===== config.mk =====
export PLATFORM = sky130hd
export DESIGN_NAME = pkt_send_scheduler
export DESIGN_NICKNAME = d
export VERILOG_FILES = /design/src/rtl/pkt_send_scheduler.sv
export SDC_FILE = /design/constraint.sdc
export NUM_CORES = 1
export LEC_CHECK = 0
export ABC_CLOCK_PERIOD_IN_PS = 6250
export BUFFER_PORTS_ARGS = -buffer_cell sky130_fd_sc_hd__buf_4
export CAP_MARGIN = 0
export CORE_AREA = 8 8 131 133
export CTS_CLUSTER_DIAMETER = 150
export DETAILED_ROUTE_END_ITERATION = 7
export DIE_AREA = 0 0 139 141
export PLACE_DENSITY = 0.71
export SYNTH_ARGS = -nofsm -noshare
export SYNTH_HDL_FRONTEND = slang
export SYNTH_SLANG_ARGS = --single-unit

===== constraint.sdc =====
create_clock -name clk -period 6.25 [get_ports clk]
set_input_delay 1.25 -clock clk [delete_from_list [all_inputs] [get_ports clk]]
set_output_delay 1.25 -clock clk [all_outputs]
set_load 0.005 [all_outputs]

===== src/rtl/pkt_send_scheduler.sv =====
// pkt_send_scheduler: N-channel periodic send scheduler with busy backpressure.
// Optional SEND_SCHED_EXCL_EN: at most one cmd_send bit high per cycle.
module pkt_send_scheduler #(
  parameter int N_CH      = 2,
  parameter int ADDR_W    = 25,
  parameter int CNT_W     = 32,
  parameter int PULSE_LEN = 3
) (
  input  logic                   clk,
  input  logic                   reset,
  input  logic                   enable,
  input  logic [CNT_W-1:0]       frame_len,
  input  logic [N_CH-1:0]        ch_en,
  input  logic [N_CH*CNT_W-1:0]  ch_offset,
  input  logic [N_CH*ADDR_W-1:0] ch_addr,
  input  logic [N_CH-1:0]        tx_busy,
  input  logic                   clr_overrun,
  output logic [N_CH-1:0]        cmd_send,
  output logic [N_CH*ADDR_W-1:0] start_ram_addr,
  output logic                   frame_tick,
  output logic [N_CH-1:0]        overrun
);

  localparam int PW = (PULSE_LEN > 1) ? $clog2(PULSE_LEN) : 1;

  typedef enum logic [1:0] {
    IDLE  = 2'd0,
    PEND  = 2'd1,
    PULSE = 2'd2
  } st_e;

  logic [CNT_W-1:0]  cnt_q, cnt_d;
  logic [CNT_W-1:0]  len_m1;
  logic              tick_q, tick_d;

  st_e               st_q   [N_CH];
  st_e               st_d   [N_CH];
  logic [PW-1:0]     pc_q   [N_CH];
  logic [PW-1:0]     pc_d   [N_CH];
  logic [ADDR_W-1:0] addr_q [N_CH];
  logic [ADDR_W-1:0] addr_d [N_CH];
  logic [N_CH-1:0]   qd_q, qd_d;
  logic [N_CH-1:0]   ovr_q, ovr_d;

  logic [N_CH-1:0]   act;
  logic [N_CH-1:0]   hit;
  logic [N_CH-1:0]   last;
  logic [N_CH-1:0]   ready;
  logic [N_CH-1:0]   grant;

  assign len_m1 = frame_len - CNT_W'(1);

  // Frame counter: wraps at frame_len-1, tick the cycle after the wrap.
  always_comb begin
    cnt_d  = '0;
    tick_d = 1'b0;
    if (enable) begin
      if (cnt_q == len_m1) begin
        tick_d = 1'b1;
      end else begin
        cnt_d = cnt_q + CNT_W'(1);
      end
    end
  end

  // Per-channel trigger, pulse-end and start-readiness terms.
  always_comb begin
    for (int i = 0; i < N_CH; i++) begin
      act[i]   = enable & ch_en[i];
      hit[i]   = act[i] &
                 (cnt_q == ch_offset[i*CNT_W +: CNT_W]);
      last[i]  = (st_q[i] == PULSE) &&
                 (pc_q[i] == PW'(PULSE_LEN - 1));
      ready[i] = act[i] & ~tx_busy[i] &
                 (((st_q[i] == IDLE) & hit[i]) |
                  (st_q[i] == PEND));
    end
  end

`ifdef SEND_SCHED_EXCL_EN
  // Start arbitration: no start while a pulse continues; lowest index wins.
  always_comb begin
    logic hold_any;
    logic taken;
    hold_any = 1'b0;
    taken    = 1'b0;
    grant    = '0;
    for (int i = 0; i < N_CH; i++) begin
      if ((st_q[i] == PULSE) && !last[i]) hold_any = 1'b1;
    end
    for (int i = 0; i < N_CH; i++) begin
      grant[i] = ready[i] & ~hold_any & ~taken;
      taken    = taken | grant[i];
    end
  end
`else
  assign grant = ready;
`endif

  // Channel FSM next state, pending/overrun tracking and address latch.
  always_comb begin
    for (int i = 0; i < N_CH; i++) begin
      st_d[i]   = st_q[i];
      pc_d[i]   = pc_q[i];
      addr_d[i] = addr_q[i];
      qd_d[i]   = qd_q[i];
      ovr_d[i]  = ovr_q[i] & ~clr_overrun;
      unique case (st_q[i])
        IDLE: begin
          if (hit[i]) begin
            if (grant[i]) begin
              st_d[i]   = PULSE;
              pc_d[i]   = '0;
              addr_d[i] = ch_addr[i*ADDR_W +: ADDR_W];
            end else begin
              st_d[i] = PEND;
            end
          end
        end
        PEND: begin
          if (!act[i]) begin
            st_d[i] = IDLE;
          end else begin
            if (hit[i]) ovr_d[i] = 1'b1;
            if (grant[i]) begin
              st_d[i]   = PULSE;
              pc_d[i]   = '0;
              addr_d[i] = ch_addr[i*ADDR_W +: ADDR_W];
            end
          end
        end
        PULSE: begin
          logic q;
          q       = qd_q[i];
          pc_d[i] = pc_q[i] + PW'(1);
          if (hit[i]) begin
            if (q) ovr_d[i] = 1'b1;
            q = 1'b1;
          end
          if (!act[i]) q = 1'b0;
          qd_d[i] = q;
          if (last[i]) begin
            pc_d[i] = '0;
            qd_d[i] = 1'b0;
            st_d[i] = q ? PEND : IDLE;
          end
        end
        default: begin
          st_d[i] = IDLE;
          qd_d[i] = 1'b0;
        end
      endcase
    end
  end

  // State registers.
  always_ff @(posedge clk or posedge reset) begin
    if (reset) begin
      cnt_q  <= '0;
      tick_q <= 1'b0;
      qd_q   <= '0;
      ovr_q  <= '0;
      for (int i = 0; i < N_CH; i++) begin
        st_q[i]   <= IDLE;
        pc_q[i]   <= '0;
        addr_q[i] <= '0;
      end
    end else begin
      cnt_q  <= cnt_d;
      tick_q <= tick_d;
      qd_q   <= qd_d;
      ovr_q  <= ovr_d;
      for (int i = 0; i < N_CH; i++) begin
        st_q[i]   <= st_d[i];
        pc_q[i]   <= pc_d[i];
        addr_q[i] <= addr_d[i];
      end
    end
  end

  // Output mapping.
  always_comb begin
    for (int i = 0; i < N_CH; i++) begin
      cmd_send[i] = (st_q[i] == PULSE);
      start_ram_addr[i*ADDR_W +: ADDR_W] = addr_q[i];
    end
  end

  assign frame_tick = tick_q;
  assign overrun    = ovr_q;

endmodule


After elaboration in Yosys (flattened, before gate mapping)
Index checks and enable logic that the tools add are counted.
- reduce and logical (&&, ||, !) cells: 16
- bitwise logic cells: 17
- equal/unequal tests: 17
- muxes and demuxes: 56
- add/sub/neg operators: 4
- operators by type and width (cell ; number):
    25-bit 2-to-1 mux ; 6
    25-bit case mux with 2 select lines ; 2
    32-bit == test ; 3
    32-bit 2-to-1 mux ; 2
    2-bit 2-to-1 mux ; 18
    32-bit by 1-bit adder with 32-bit output, second input constant ; 1
    32-bit by 1-bit subtractor with 32-bit output, second input constant ; 1
    2-bit case mux with 3 select lines ; 4
    1-bit 2-to-1 mux ; 20
    3-bit AND reduction ; 6
    1-bit bitwise AND ; 12
    2-bit == test, second input constant ; 4
    2-bit != test, second input constant ; 4
    1-bit case mux with 2 select lines ; 4
    3-bit != test, second input constant ; 2
    3-bit nonzero test ; 2
    2-bit by 1-bit adder with 2-bit output, second input constant ; 2
    2-bit by 1-bit == test with 1-bit output, second input constant ; 2
    2-bit logical NOT ; 2
    2-bit by 1-bit != test with 1-bit output, second input constant ; 2
    2-bit nonzero test ; 2
    2-bit OR reduction ; 2
    1-bit inverter ; 3
    1-bit logical AND ; 2
    1-bit OR ; 2
- flip-flop bits (word level): 95
- word-level logic and storage cells: 121
- bits of input ports: 154

Longest topological paths before layout
Gate-level depths: netlist of run 1.
- depth after elaboration: 8
- gate-level depth with buffers: 11
- depth with buffers taken out: 9

Worst setup path before layout of run 1
OpenSTA, ideal clock, no wires.
- kind: input-to-reg
- from: in frame_len[16]
- to: reg cnt_q[30]
- path buffers: 1
- required time: 6109 ps
- slack: 2514 ps
- arrival time: 3596 ps
- stages: 8
- setup time: 141 ps
- path through: nor4_1 -> nand2_1 -> or3_1 -> xnor2_1 -> or4b_1 -> a22oi_2 -> buf_2 -> a311oi_1
- cells in the longest elaborated chain, start to end: 4
- ends and longest elaborated chain (item ; line ; source):
    start: declaration ; 12 ; input logic [CNT_W-1:0] frame_len,
    32-bit by 1-bit subtractor with 32-bit output ; 51 ; assign len_m1 = frame_len - CNT_W'(1);
    32-bit == test ; 58 ; if (cnt_q == len_m1) begin
    32-bit 2-to-1 mux ; 58 ;
    32-bit 2-to-1 mux ; 57 ; if (enable) begin
    net cnt_d[30] ; 32 ; logic [CNT_W-1:0] cnt_q, cnt_d;
    end signal: assignment ; 169 ; cnt_q <= cnt_d;
    end: declaration ; 32 ;
The timed path passes the listed nets, and every way through them passes these cells.
A chain may end at the register's enable or synchronous reset.

Worst setup path after layout of run 1
- from: in frame_len[0]
- to: reg tick_q, in the netlist frame_tick
- cells in the longest elaborated chain, start to end: 4
- ends and longest elaborated chain (item ; line ; source):
    32-bit by 1-bit subtractor with 32-bit output ; 51 ;
    32-bit == test ; 58 ;
    1-bit 2-to-1 mux ; 58 ;
    1-bit 2-to-1 mux ; 57 ;
    net tick_d ; 34 ; logic tick_q, tick_d;
    end signal: assignment ; 170 ; tick_q <= tick_d;
    end: declaration ; 34 ;
The timed path passes the listed nets, and every way through them passes these cells.

==> results of run 1 <==
## worst max-delay path, cell delays in order
cell	delay, ps
buf_4	130
inv_1	50
ha_1	300
nor4b_2	480
nand2_1	230
or3_1	410
xnor2_1	140
or4b_1	520
a22oi_2	190
buf_4	360
and4_1	240
## layout make-up
cell class / instances / area, sq um
clock inverters: 5 / 108
fillers: 1368 / 6460
repair buffers: 213 / 1600
flip-flops and latches: 95 / 2380
well taps: 188 / 235
clock buffers: 10 / 229
inverters: 25 / 96.3
multi-input cells: 520 / 3880
## metrics by stage
stage,util [%],power (mW),std cells,area [sq um]
finish,56.9,1.42,1056,8520
global route,56.9,1.48,1056,8520
CTS,56.9,1.44,1056,8520
detailed placement,54.6,0.819,1041,8180
global placement,54.6,0.817,1041,8180
floorplan,-,0.711,693,6630
## kinds of logic (layout without fill, tap and decap cells)
| group | count (synthesis) | count (layout) | share of synthesized area, % |
|---|---|---|---|
| AO/OA/AOI/OAI | 105 | 105 | 10.8 |
| XOR/XNOR | 127 | 127 | 16.8 |
| adder cells (fa/ha/maj) | 10 | 10 | 1.89 |
| buffers and inverters | 78 | 253 | 5.84 |
| flip-flops | 95 | 95 | 35.9 |
| multiplexers | 60 | 60 | 10.1 |
| AND/OR/NAND/NOR | 218 | 218 | 18.8 |
## where the power goes
| part | switching, mW | internal (mW) | total, mW |
|---|---|---|---|
| combinational | 0.0874 | 0.0987 | 0.186 |
| clock | 0.224 | 0.390 | 0.615 |
| sequential | 0.00573 | 0.617 | 0.623 |
| total | 0.318 | 1.11 | 1.42 |
## registers in the layout (all words and copies together), names as in the netlist
register,cells
overrun,2
pc_q,4
st_q,4
frame_tick,1
cnt_q,32
qd_q,2
start_ram_addr,50
## path summary, 6_finish.rpt
path,slack (ps),endpoint,start,depth (start not counted)
max in group asynchronous,4210,start_ram_addr[10]$_DFFE_PP0P_,reset,3
setup reg to reg,2770,start_ram_addr[48]$_DFFE_PP0P_,cnt_q[24]$_DFF_PP0_,7
setup / recovery,2200,frame_tick$_DFF_PP0_,frame_len[0],11
hold / removal,480,pc_q[2]$_DFFE_PP0P_,pc_q[2]$_DFFE_PP0P_,1
min in group asynchronous,980,start_ram_addr[15]$_DFFE_PP0P_,reset,2
hold reg to reg,480,pc_q[2]$_DFFE_PP0P_,pc_q[2]$_DFFE_PP0P_,1
## layer usage
metal / wire length, microns / vias up
met4: 477 / 0
met3: 1150 / 28
met2: 10500 / 217
met5: 0 / -
met1: 8400 / 2787
li1: - / 2822
## cells in the final DEF, fill, tap and decap left out, types with 11 or more instances in the layout
master | netlist | routed
mux2_2 | 43 | 43
nor3_1 | 25 | 24
nor2_1 | 24 | 24
nand4_1 | 21 | 21
dfrtp_1 | 95 | 95
xor2_1 | 57 | 57
a31oi_1 | 32 | 32
nor4_1 | 15 | 15
and3_1 | 11 | 11
a21oi_1 | 16 | 16
xnor2_1 | 70 | 70
inv_1 | 25 | 24
nand3_1 | 20 | 20
nand2_1 | 50 | 50
o21ai_0 | 13 | 13
buf_4 | 1 | 213
==> summary.txt, run 1 <==
Logic synthesis
  – Synth area leader: dfrtp_1
  – Synth Area per Inst: 9.56 sq um
  – Top cells by count, synth: dfrtp_1 (95), xnor2_1 (70), xor2_1 (57)
  – Post-Syn Nets: 857
  – Share of Yosys cell area claimed by the top area cell type: 35.9%
  – Most frequent cell after synthesis: dfrtp_1
  – Post-synth EDFFs: 0
  – Seq/Total Area, Yosys: 35.9%
  – Syn Inst Count: 693
  – Synthesized area: 6630 sq um
  – Post-synthesis register bit count: 95
  – Number of distinct library cells after synthesis: 70
  – Synth Flop Type: dfrtp_1
  – Synth async-reset ratio: 100%
  – Synth top area cells: dfrtp_1 (36%), xnor2_1 (9.3%), xor2_1 (7.5%)
  – Yosys warns: 0

Timing
  – Max Fclk: 0.247 GHz
  – Tmin final: 4050 ps
  – Max_slew headroom: 23.7%
  – Slew Viols, Final: 0
  – Hold WS: 482 ps
  – RSZ-0062 raised after global routing: no
  – Fin. Hold Viols: 0
  – Tcrit/Tclk final: 64.8%
  – Layout Skew: 5.12 ps
  – Least-Margin Pin Slew: 1140 ps
  – Worst setup margin: 2200 ps
  – Final setup vio count: 0
  – Post-route setup TNS: 0 ps

Routing
  – Initial DRC Count: 500
  – WL final: 20500 microns
  – Drt drc: 0
  – Routed vias/inst: 5.54
  – Total vias in the final route: 5854
  – Drt pass-1 iters: 5
  – Post-detailed-route wirelength per cell: 19.4 microns
  – Final antenna-violating net count: 0

Clock network
  – Post-CTS Setup Inserts: 0
  – Clock sink total: 95
  – CTS tree: yes
  – Max clock buf depth: 2
  – Root Buffer: clkbuf_16
  – Clock transition at path regs: 60 ps
  – CTS Buf Count: 9
  – CTS resizes: 0
  – H-tree depth: 3
  – Clk Latency, worst-skew pair: 330 ps
  – Hold bufs inserted after CTS: 0

Global routing
  – Grt total ovfl: 0
  – First-pass GRT wire length: 31400 microns
  – Number of global-route vias before repair: 5626
  – Met1 track utilization from global routing: 24.6%
  – Largest net degree at the start of global routing: 52
  – Met2 usage: 35.5%
  – GRT Util Overall: 20.1%
  – Initial antenna violation count: 0
  – Top Usage Layer GRT: met2
  – M3 GR Usage: 3.07%

Placed design
  – Worst slack at placement: 1870 ps
  – PortBufs: 208
  – Placer congestion estimate: 0.974
  – Post-DP HPWL: 16000 microns

Floorplanning
  – Die width: 139 microns
  – Starting Density: 44.2%
  – # IOs: 209
  – Core region area: 15000 sq um
  – Die Ht: 141 microns
  – Die ar.: 19600 sq um
  – FP Rows: 45

Layout
  – Layout net count: 1028
  – P&R area growth vs syn: 28.6%
  – Diodes inserted: 0
  – Layout cells sized above 1: 33.2%

Run status
  – Status: complete, no violations

Power and ir drop
  – Maximum vdd drop: 135 uV
  – Leak: 4.00 nW
  – Pwr Density: 167 nW/um^2

Critical path
  – CP Class: input pin to flip-flop
  – Required @ worst endpoint: 6520 ps
  – WP data arrival: 4310 ps
  – Startpoint Class: input pin
  – CP max FO: 33
  – CP Capture Type: flip-flop

Flow run
  – Max-cap violations: 0

Hold path
  – Hold Crit Class: flip-flop to flip-flop
Power figures use the tool's default switching activity.
==> inputs of run 2 (changes only) <==
ABC_CLOCK_PERIOD_IN_PS = 3690   (was 6250)
PLACE_DENSITY = 0.73   (was 0.71)
clock period = 3.69 ns   (was 6.25 ns; I/O delays follow)
==> run 2 against run 1 <==
  * Cell count grew 1.6%
  * Core utilization rose by 1.0 points
  * Sequential share of layout area down 0.50 points
  * Die area did not move
  * Design area grew 1.8%
  * Count of clock-buffer cells in the layout grew 1
  * Clock power rose by 74%
  * Wire length up 5.3%
  * Non-clock buffer count grew 16
  * Clock skew barely moved
  * Critical endpoint unchanged
  * Largest power group is now clock
==> summary.txt, run 2 (synthesized netlist as in run 1, its figures left out) <==
Critical path
  – R2R setup slack: 720 ps
  – Buffers & Inverters on Critical Path: 4
  – Reg2reg start: cnt_q[0]$_DFF_PP0_
  – Required @ worst endpoint: 3960 ps
  – WP data arrival: 3410 ps
  – Critical Path Max Stage Delay: 640 ps
  – Critical path's top delay family: simple AND/OR/NAND/NOR gates
  – Critical path, cell by cell: buf_4 > inv_1 > ha_1 > buf_4 > nor4b_1 > and4_1 > a21boi_1 > or4b_2 > nand3_1 > and4_1 > buf_12 > and4_1
  – Worst R2R Path Depth: 7
  – Reg-to-Reg End: cnt_q[30]$_DFF_PP0_
  – CP Capture Type: flip-flop
  – CP Class: input pin to flip-flop
  – Critical path's slowest cell: or4b_2
  – Startpoint Class: input pin
  – Cell repeated most along the worst path: and4_1
  – CP max FO: 33

Timing
  – Fin. Hold Viols: 0
  – Slew Viols, Final: 0
  – Post-route setup TNS: 0 ps
  – Final setup vio count: 0
  – Least-Margin Pin Slew: 754 ps
  – Max Fclk: 0.318 GHz
  – Layout Skew: 5.20 ps
  – RSZ-0062 raised after global routing: no
  – Tmin final: 3140 ps
  – Max_slew headroom: 49.8%
  – Tcrit/Tclk final: 85.1%

Floorplanning
  – Die ar.: 19600 sq um
  – Core region area: 15000 sq um
  – # IOs: 209
  – Die width: 139 microns
  – Die Ht: 141 microns
  – FP Rows: 45
  – Starting Density: 44.2%

Clock network
  – Clk Latency, worst-skew pair: 330 ps
  – CTS Buf Count: 9
  – Clock transition at path regs: 70 ps
  – Post-CTS Setup Inserts: 0
  – CTS tree: yes
  – CTS resizes: 0
  – Max clock buf depth: 2
  – Clock sink total: 95
  – H-tree depth: 3
  – Hold bufs inserted after CTS: 0
  – Root Buffer: clkbuf_16

Layout
  – Most frequent cells in the layout: buf_4 (227), dfrtp_1 (95), xnor2_1 (70)
  – Diodes inserted: 0
  – Fillers: 1300
  – Final Core Density: 57.9%
  – Layout net count: 1044
  – P&R area growth vs syn: 31.0%
  – Commonest non-fill, non-tap cell in the layout: buf_4
  – Layout cells sized above 1: 34.5%
  – Max FFs per register: 50
  – Post-route cell area: 8680 sq um
  – Fin cells: 1073

Hold path
  – Hold Crit Class: flip-flop to flip-flop
  – Hold Path End: pc_q[2]$_DFFE_PP0P_
  – Hold_sp: pc_q[2]$_DFFE_PP0P_
  – Worst Hold Depth: 1

Global routing
  – Grt total ovfl: 0
  – Number of global-route vias before repair: 6030
  – Largest net degree at the start of global routing: 64
  – GRT Util Overall: 21.6%
  – Initial antenna violation count: 0
  – First-pass GRT wire length: 33700 microns

Routing
  – Final antenna-violating net count: 0
  – M1 WL: 8260 microns
  – Initial DRC Count: 443
  – Drt pass-1 iters: 4
  – Routed vias/inst: 5.59
  – Drt drc: 0
  – Top layer in use: met4
  – Post-detailed-route wirelength per cell: 20.1 microns
  – WL final: 21600 microns
  – Met3 WL post-DR: 1070 microns
  – Total vias in the final route: 5999
  – Met2 routed WL: 11500 microns

Power and ir drop
  – Sequential share of power: 43.2%
  – Switching Share: 22.3%
  – Maximum vdd drop: 283 uV
  – Switching power: 0.544 mW
  – Clock power share: 43.7%
  – Pwr Density: 281 nW/um^2
  – Leak: 4.09 nW
  – Overall Power: 2.44 mW
  – Comb pwr share: 13.1%
  – Pint: 1.90 mW

Run status
  – Status: complete, no violations

Placed design
  – Placed insts: 1057
  – PortBufs: 208
  – Post-DP HPWL: 17100 microns
  – DP Area: 8330 sq um
  – Placer congestion estimate: 1.02

Flow run
  – Max-cap violations: 0
-- run 2: changes by cell type in the layout (fill, tap and decap cells not counted), sizes merged --
cell    previous run  this run
buf              213       229
clkbuf            10        11
clkinv             2         1
inv               25        26
-- run 2: worst register-to-register path, cell delays in order, from the launching register on --
cell      delay, ps
dfrtp_1         610
ha_1            320
nand4_1         140
or4b_1          680
nor3_1          510
nand3_1         160
xor2_1          180
a311oi_1        280
-- run 2: worst max-delay path by stage --
| stage | startpoint | to | slack, ps | cells past startpoint |
|---|---|---|---|---|
| after floorplan | reset | cnt_q[0]$_DFF_PP0_ | 470 | 1 |
| after global placement | frame_len[0] | frame_tick$_DFF_PP0_ | 300 | 11 |
| after detailed placement | frame_len[0] | frame_tick$_DFF_PP0_ | 250 | 11 |
| after CTS | frame_len[0] | frame_tick$_DFF_PP0_ | 590 | 11 |
| after global routing | frame_len[0] | cnt_q[29]$_DFF_PP0_ | 280 | 11 |
| final | frame_len[0] | frame_tick$_DFF_PP0_ | 550 | 12 |
-- run 2: routing by layer --
layer	track usage [%]	vias up
met2	39.3	180
met3	3.65	40
met1	24.7	2915
met5	0	-
li1	-	2864
met4	9.13	0
-- run 2: metrics by stage --
step,hold WS [ps],setup WS [ps]
2_1_floorplan,451,466
3_3_place_gp,463,297
3_5_place_dp,472,248
4_1_cts,481,586
5_1_grt,505,280
6_report,479,548
-- run 2: cell type report --
class	count	area (sq um)	area share, %
multi-input cells	520	3880	44.7
inverters	25	96.3	1.11
clock buffers	11	243	2.80
well taps	188	235	2.71
flip-flops and latches	95	2380	27.4
clock inverters	5	104	1.20
repair buffers	229	1740	20.1
-- run 2: power groups by stage --
stage,clock (mW),sequential (mW),combinational (mW)
finish,1.07,1.05,0.321
global route,1.13,1.05,0.350
CTS,1.09,1.05,0.320
detailed placement,0,1.07,0.319
global placement,0,1.07,0.315
floorplan,0,1.07,0.138
